## config.mk

```make
export PLATFORM = sky130hd
export DESIGN_NAME = multicycle_control_unit_flat
export DESIGN_NICKNAME = d
export VERILOG_FILES = /design/src/rtl/multicycle_control_unit_if.sv /design/src/rtl/multicycle_control_unit.sv /design/src/flat_wrapper.sv
export SDC_FILE = /design/constraint.sdc
export NUM_CORES = 1
export LEC_CHECK = 0
export CAP_MARGIN = 20
export CORE_ASPECT_RATIO = 1.25
export CORE_MARGIN = 1.5
export CORE_UTILIZATION = 29
export CTS_CLUSTER_DIAMETER = 60
export DETAILED_ROUTE_END_ITERATION = 8
export PLACE_DENSITY = 0.7
export SETUP_SLACK_MARGIN = 0.5
export SKIP_CTS_REPAIR_TIMING = 1
export SLEW_MARGIN = 30
export SYNTH_ARGS = -nofsm -noshare
export SYNTH_HDL_FRONTEND = slang
export SYNTH_SLANG_ARGS = --single-unit
```

## constraint.sdc

```tcl
create_clock -name clk -period 1.55 [get_ports clk]
set_input_delay 0.155 -clock clk [delete_from_list [all_inputs] [get_ports clk]]
set_output_delay 0.155 -clock clk [all_outputs]
set_load 0.01 [all_outputs]
```

## src/rtl/multicycle_control_unit_if.sv

```systemverilog
// Instruction/data-memory handshake and datapath strobe bundle for multicycle_control_unit.
// master: datapath/memory side; slave: the control unit.
interface multicycle_control_unit_if #(
  parameter int unsigned INSTR_WIDTH = 32
);
  logic [INSTR_WIDTH-1:0] instr;
  logic                   instr_valid;
  logic                   EQ;
  logic                   mem_ready;
  logic                   PCWrite;
  logic                   IRWrite;
  logic                   RegWrite;
  logic [2:0]             ALUctrl;
  logic                   ALUsrc;
  logic [2:0]             ImmSrc;
  logic                   PCsrc;
  logic                   MemWrite;
  logic                   MemRead;
  logic [1:0]             ResultSrc;
  logic                   mem_timeout;
  logic                   trap;

  modport master (
    output instr, instr_valid, EQ, mem_ready,
    input  PCWrite, IRWrite, RegWrite, ALUctrl, ALUsrc, ImmSrc, PCsrc,
           MemWrite, MemRead, ResultSrc, mem_timeout, trap
  );

  modport slave (
    input  instr, instr_valid, EQ, mem_ready,
    output PCWrite, IRWrite, RegWrite, ALUctrl, ALUsrc, ImmSrc, PCsrc,
           MemWrite, MemRead, ResultSrc, mem_timeout, trap
  );
endinterface

```

## src/rtl/multicycle_control_unit.sv

```systemverilog
// Multi-cycle RV32I control FSM: FETCH -> DECODE -> EXEC | MEM [-> WB] -> FETCH.
// Data-memory waits are bounded by a TIMEOUT_MAX cycle counter.
// Optional macro TRAP_EN: illegal opcodes and memory timeouts halt the core in TRAP;
// without it, illegal opcodes retire as NOPs and timeouts retire the access.
module multicycle_control_unit #(
  parameter int unsigned INSTR_WIDTH   = 32,
  parameter int unsigned TIMEOUT_WIDTH = 4,
  parameter int unsigned TIMEOUT_MAX   = 15
) (
  input logic                      clk,
  input logic                      rst_n,
  multicycle_control_unit_if.slave bus
);

  localparam logic [6:0] OP_IMM    = 7'b0010011;
  localparam logic [6:0] OP_REG    = 7'b0110011;
  localparam logic [6:0] OP_LUI    = 7'b0110111;
  localparam logic [6:0] OP_BRANCH = 7'b1100011;
  localparam logic [6:0] OP_JAL    = 7'b1101111;
  localparam logic [6:0] OP_LOAD   = 7'b0000011;
  localparam logic [6:0] OP_STORE  = 7'b0100011;

  typedef enum logic [2:0] {
    S_FETCH  = 3'd0,
    S_DECODE = 3'd1,
    S_EXEC   = 3'd2,
    S_MEM    = 3'd3,
    S_WB     = 3'd4,
    S_TRAP   = 3'd5
  } state_t;

  state_t                   state, next_state;
  logic [TIMEOUT_WIDTH-1:0] wait_cnt;
  logic                     cnt_clr, cnt_inc, timeout_set;
  logic                     mem_timeout_q;

  logic       pc_write, ir_write, reg_write, alu_src, pc_src, mem_write, mem_read, trap_c;
  logic [2:0] alu_ctrl, imm_src;
  logic [1:0] result_src;

  logic [6:0] opcode;
  logic [2:0] funct3;
  logic       funct7b5;
  logic       unused_instr_bits;

  assign opcode            = bus.instr[6:0];
  assign funct3            = bus.instr[14:12];
  assign funct7b5          = bus.instr[30];
  assign unused_instr_bits = ^{bus.instr[INSTR_WIDTH-1:31], bus.instr[29:15], bus.instr[11:7]};

  // ALU operation for OP-IMM / OP (sub only for R-type funct7[5]).
  function automatic logic [2:0] alu_op(input logic [2:0] f3, input logic sub);
    case (f3)
      3'b000:  alu_op = sub ? 3'b001 : 3'b000;
      3'b110:  alu_op = 3'b011;
      3'b111:  alu_op = 3'b010;
      3'b010:  alu_op = 3'b101;
      default: alu_op = 3'b000;
    endcase
  endfunction

  // State register.
  always_ff @(posedge clk or negedge rst_n) begin
    if (!rst_n) state <= S_FETCH;
    else        state <= next_state;
  end

  // Memory-wait counter and sticky timeout flag.
  always_ff @(posedge clk or negedge rst_n) begin
    if (!rst_n) begin
      wait_cnt      <= '0;
      mem_timeout_q <= 1'b0;
    end else begin
      if (cnt_clr)      wait_cnt <= '0;
      else if (cnt_inc) wait_cnt <= wait_cnt + TIMEOUT_WIDTH'(1);
      if (timeout_set) mem_timeout_q <= 1'b1;
    end
  end

  // Next-state and Moore strobes with instruction decode.
  always_comb begin
    next_state  = state;
    cnt_clr     = 1'b0;
    cnt_inc     = 1'b0;
    timeout_set = 1'b0;
    pc_write    = 1'b0;
    ir_write    = 1'b0;
    reg_write   = 1'b0;
    alu_ctrl    = 3'b000;
    alu_src     = 1'b0;
    imm_src     = 3'b000;
    pc_src      = 1'b0;
    mem_write   = 1'b0;
    mem_read    = 1'b0;
    result_src  = 2'b00;
    trap_c      = 1'b0;

    case (state)
      S_FETCH: begin
        if (bus.instr_valid && rst_n) begin
          ir_write   = 1'b1;
          next_state = S_DECODE;
        end
      end

      S_DECODE: begin
        case (opcode)
          OP_IMM, OP_REG, OP_LUI, OP_BRANCH, OP_JAL: next_state = S_EXEC;
          OP_LOAD, OP_STORE: begin
            next_state = S_MEM;
            cnt_clr    = 1'b1;
          end
`ifdef TRAP_EN
          default: next_state = S_TRAP;
`else
          default: next_state = S_EXEC;
`endif
        endcase
      end

      S_EXEC: begin
        pc_write   = 1'b1;
        next_state = S_FETCH;
        case (opcode)
          OP_IMM: begin
            reg_write = 1'b1;
            alu_src   = 1'b1;
            alu_ctrl  = alu_op(funct3, 1'b0);
          end
          OP_REG: begin
            reg_write = 1'b1;
            alu_ctrl  = alu_op(funct3, funct7b5);
          end
          OP_LUI: begin
            reg_write  = 1'b1;
            imm_src    = 3'b100;
            result_src = 2'b11;
          end
          OP_BRANCH: begin
            alu_ctrl = 3'b001;
            imm_src  = 3'b010;
            pc_src   = ((funct3 == 3'b000) && bus.EQ) || ((funct3 == 3'b001) && !bus.EQ);
          end
          OP_JAL: begin
            reg_write  = 1'b1;
            imm_src    = 3'b011;
            result_src = 2'b10;
            pc_src     = 1'b1;
          end
          default: ;
        endcase
      end

      S_MEM: begin
        alu_src   = 1'b1;
        imm_src   = (opcode == OP_STORE) ? 3'b001 : 3'b000;
        mem_write = (opcode == OP_STORE);
        mem_read  = (opcode != OP_STORE);
        if (bus.mem_ready) begin
          if (opcode == OP_STORE) begin
            pc_write   = 1'b1;
            next_state = S_FETCH;
          end else begin
            next_state = S_WB;
          end
        end else if (wait_cnt == TIMEOUT_WIDTH'(TIMEOUT_MAX)) begin
          timeout_set = 1'b1;
`ifdef TRAP_EN
          next_state  = S_TRAP;
`else
          pc_write    = 1'b1;
          next_state  = S_FETCH;
`endif
        end else begin
          cnt_inc = 1'b1;
        end
      end

      S_WB: begin
        reg_write  = 1'b1;
        result_src = 2'b01;
        pc_write   = 1'b1;
        next_state = S_FETCH;
      end

      S_TRAP: begin
`ifdef TRAP_EN
        trap_c = 1'b1;
`endif
        next_state = S_TRAP;
      end

      default: next_state = S_FETCH;
    endcase
  end

  assign bus.PCWrite     = pc_write;
  assign bus.IRWrite     = ir_write;
  assign bus.RegWrite    = reg_write;
  assign bus.ALUctrl     = alu_ctrl;
  assign bus.ALUsrc      = alu_src;
  assign bus.ImmSrc      = imm_src;
  assign bus.PCsrc       = pc_src;
  assign bus.MemWrite    = mem_write;
  assign bus.MemRead     = mem_read;
  assign bus.ResultSrc   = result_src;
  assign bus.mem_timeout = mem_timeout_q;
  assign bus.trap        = trap_c;

endmodule

```

## src/flat_wrapper.sv

```systemverilog
// flat-port wrapper written by rule: the top's interface ports become plain ports
module multicycle_control_unit_flat 
#(
  parameter int unsigned INSTR_WIDTH   = 32,
  parameter int unsigned TIMEOUT_WIDTH = 4,
  parameter int unsigned TIMEOUT_MAX   = 15
)
  (clk, rst_n, bus_instr, bus_instr_valid, bus_EQ, bus_mem_ready, bus_PCWrite, bus_IRWrite, bus_RegWrite, bus_ALUctrl, bus_ALUsrc, bus_ImmSrc, bus_PCsrc, bus_MemWrite, bus_MemRead, bus_ResultSrc, bus_mem_timeout, bus_trap);
  multicycle_control_unit_if #(.INSTR_WIDTH(INSTR_WIDTH)) bus_i ();
  input logic clk;
  input logic rst_n;
  input wire logic [$bits(bus_i.instr)-1:0] bus_instr;
  input wire logic [$bits(bus_i.instr_valid)-1:0] bus_instr_valid;
  input wire logic [$bits(bus_i.EQ)-1:0] bus_EQ;
  input wire logic [$bits(bus_i.mem_ready)-1:0] bus_mem_ready;
  output wire logic [$bits(bus_i.PCWrite)-1:0] bus_PCWrite;
  output wire logic [$bits(bus_i.IRWrite)-1:0] bus_IRWrite;
  output wire logic [$bits(bus_i.RegWrite)-1:0] bus_RegWrite;
  output wire logic [$bits(bus_i.ALUctrl)-1:0] bus_ALUctrl;
  output wire logic [$bits(bus_i.ALUsrc)-1:0] bus_ALUsrc;
  output wire logic [$bits(bus_i.ImmSrc)-1:0] bus_ImmSrc;
  output wire logic [$bits(bus_i.PCsrc)-1:0] bus_PCsrc;
  output wire logic [$bits(bus_i.MemWrite)-1:0] bus_MemWrite;
  output wire logic [$bits(bus_i.MemRead)-1:0] bus_MemRead;
  output wire logic [$bits(bus_i.ResultSrc)-1:0] bus_ResultSrc;
  output wire logic [$bits(bus_i.mem_timeout)-1:0] bus_mem_timeout;
  output wire logic [$bits(bus_i.trap)-1:0] bus_trap;
  assign bus_i.instr = bus_instr;
  assign bus_i.instr_valid = bus_instr_valid;
  assign bus_i.EQ = bus_EQ;
  assign bus_i.mem_ready = bus_mem_ready;
  assign bus_PCWrite = bus_i.PCWrite;
  assign bus_IRWrite = bus_i.IRWrite;
  assign bus_RegWrite = bus_i.RegWrite;
  assign bus_ALUctrl = bus_i.ALUctrl;
  assign bus_ALUsrc = bus_i.ALUsrc;
  assign bus_ImmSrc = bus_i.ImmSrc;
  assign bus_PCsrc = bus_i.PCsrc;
  assign bus_MemWrite = bus_i.MemWrite;
  assign bus_MemRead = bus_i.MemRead;
  assign bus_ResultSrc = bus_i.ResultSrc;
  assign bus_mem_timeout = bus_i.mem_timeout;
  assign bus_trap = bus_i.trap;
  multicycle_control_unit #(.INSTR_WIDTH(INSTR_WIDTH), .TIMEOUT_WIDTH(TIMEOUT_WIDTH), .TIMEOUT_MAX(TIMEOUT_MAX)) u_core (.clk(clk), .rst_n(rst_n), .bus(bus_i));
endmodule
```

==> results by group <==
Run status
  – Outcome: finished with violations
  – Violated checks: setup timing

Clock network
  – Worst skew pair latency: 0.27 ns
  – Root Buffer: clkbuf_4
  – Worst-path clk slew: 0.07 ns
  – Clock Sinks: 8
  – TritonCTS Buffers: 3
  – Clock buffer depth: 2
  – H-tree depth: 1
  – CTS tree: done

Timing
  – Final setup margin: -0.246 ns
  – Fmax achieved: 557 MHz
  – Final Max Slew Viols: 0
  – Final Skew: 0.0113 ns
  – Minimum clock period: 1.80 ns
  – Fin. Hold Viols: 0
  – RSZ-0062 raised after global routing: true
  – Final worst path period share: 116%
  – Setup violations, final: 13

Synth
  – Syn Area/Cell: 8.29 µm²
  – Top cell type by total area after synthesis: dfrtp_1
  – Area contributors post-synth: dfrtp_1, a21oi_1, nor3_1, o32ai_1, nand2_1
  – Sequential area share after synthesis: 27.1%
  – Unique cell type count in the Yosys netlist: 44
  – Netlist Area Pre-Place: 738 µm²
  – Top_reg_cell synth: dfrtp_1
  – Synth top area share: 27.1%
  – Fraction of registers with async set/reset: 100%
  – EDFF count, synth: 0
  – FF+latch count, synth: 8
  – Mapped Cells: 89
  – Ys Warns: 0
  – Syn Nets: 127
  – Post-synth top cells: a21oi_1, dfrtp_1, nand2_1, nor3_1

Placement
  – DP HPWL: 2050 µm
  – I/O Buffers: 31
  – Place WS: -0.650 ns
  – Final Wtd Congestion: 0.867
  – Placed instance area: 1410 µm²

GRT
  – Number of global-route vias before repair: 990
  – Antenna violations before repair: 0
  – First-pass GRT wire length: 4050 µm
  – GRT overflow: 0
  – GRT Util Overall: 19.6%
  – Largest net degree at the start of global routing: 10

Die
  – Die height: 59.4 µm
  – Die area: 2860 µm²
  – Row cnt: 20
  – Top Ports: 54
  – Die Span X: 48.1 µm
  – Starting density of the core: 30.4%
  – Core footprint: 2430 µm²

Worst setup path
  – Critical Path RT: 1.39 ns
  – Crit path largest cell delay: 0.40 ns
  – Crit. End Element: primary output
  – Flop2flop setup slack: 0.05 ns
  – CP max FO: 4
  – Cell Chain, Critical Path: and4bb_1 > nand4b_1 > buf_4 > o221ai_2 > buf_2
  – R2R depth: 5
  – Crit Path Class: reg2out
  – Critical path data arrival time: 1.64 ns
  – Worst flop-to-flop path endpoint: u_core.state[0]
  – Startpoint Class: flip-flop
  – R2r startpoint: u_core.state[2]
  – Slowest cell on the critical path: dfrtp_1

Layout
  – Fill count: 217
  – # nets final: 200
  – Post-route design area: 1560 µm²
  – Multi-input combinational cell area: 692 µm²
  – Storage cell area: 201 µm²
  – N_diodes: 0
  – Layout cell share with drive strength beyond 1: 62.5%
  – Synthesis-to-layout area growth: 111%

Flow run
  – Max cap viols: 0

Drt
  – Initial DRT Pass Iterations: 4
  – # DRC: 0
  – Post-DRT Antenna Nets: 0
  – Wire per inst: 15.2 µm
  – Vias: 1036
  – Via-to-Cell Ratio: 5.37
  – Drt total wl: 2920 µm
  – Number of DRC markers in iteration 0: 8

Power
  – Cell area power density: 573 nW/µm²
  – Leakage power: 0.728 nW
  – Peak supply drop: 0.585 mV

Hold path
  – Min-delay worst type: in2async
per-layer routing:
metal / global-route usage, % / share of wire (%) / vias up
met4: 8.49 / 2.1 / 0
met1: 20.5 / 38 / 495
met3: 3.35 / 6.3 / 7
met2: 36.0 / 54 / 43
met5: 0 / 0 / -
li1: - / - / 491
cells by family after synthesis:
logic type / count (synthesis) / synth area share, %
XOR/XNOR: 2 / 2.37
flip-flops: 8 / 27.1
buffers and inverters: 9 / 5.59
other: 1 / 0.508
adder cells (fa/ha/maj): 1 / 1.69
AO/OA/AOI/OAI: 24 / 22.7
AND/OR/NAND/NOR: 44 / 40.0
layout by cell type, fill, tap and decap left out, types with 5 or more instances in the layout:
cell type / synthesis / routed
buf_6: 0 / 6
nand2_1: 6 / 6
dfrtp_1: 8 / 7
clkdlybuf4s50_1: 0 / 11
buf_4: 1 / 37
dlymetal6s2s_1: 0 / 5
buf_2: 3 / 13
a21oi_2: 0 / 7
power breakdown:
group	internal, mW	switching [mW]
combinational	0.243	0.205
clock	0.0895	0.0866
sequential	0.242	0.0271
total	0.575	0.318
sequential cells by signal (all words and copies together) (netlist names):
| register | count |
|---|---|
| u_core.wait_cnt | 4 |
| u_core.state | 3 |
| u_core.bus.mem_timeout | 1 |
stage by stage:
| step | TNS (ns) | hold slack [ns] | util, % | cells | total power, mW |
|---|---|---|---|---|---|
| 2_1_floorplan | 0 | -0.141 | - | 89 | 0.439 |
| 3_3_place_gp | -7.51 | 0.443 | 58.1 | 184 | 0.631 |
| 3_5_place_dp | -7.85 | 0.468 | 58.1 | 184 | 0.646 |
| 4_1_cts | -8.56 | 0.211 | 59.1 | 187 | 0.824 |
| 5_1_grt | -2.46 | 0.228 | 64.3 | 193 | 0.936 |
| 6_report | -1.74 | 0.203 | 64.3 | 193 | 0.894 |
worst max path at each step:
| stage | cells after the start | end | startpoint | slack, ns |
|---|---|---|---|---|
| 2_1_floorplan | 4 | bus_ResultSrc[1] | u_core.state[2] | 0.17 |
| 3_3_place_gp | 5 | bus_PCsrc | bus_instr[3] | -0.63 |
| 3_5_place_dp | 5 | bus_PCsrc | bus_instr[3] | -0.65 |
| 4_1_cts | 5 | bus_PCsrc | bus_instr[3] | -0.65 |
| 5_1_grt | 5 | bus_RegWrite | u_core.state[2] | -0.30 |
| 6_report | 5 | bus_RegWrite | u_core.state[2] | -0.25 |
worst max-delay path: cells and delay by family, from the launching register on:
family / cells / cell delay [ns]
AND/OR/NAND/NOR: 2 / 0.54
buffers and inverters: 2 / 0.38
flip-flops: 1 / 0.40
AO/OA/AOI/OAI: 1 / 0.05
area by class of cell:
cell class | instances | share of cell area, %
Clock buffer | 3 | 1.44
Inverter | 4 | 0.962
Multi-Input combinational cell | 72 | 44.3
Sequential cell | 8 | 12.9
Tap cell | 33 | 2.65
Timing Repair Buffer | 73 | 37.7
Note: power is estimated with default switching activity, not from simulation.
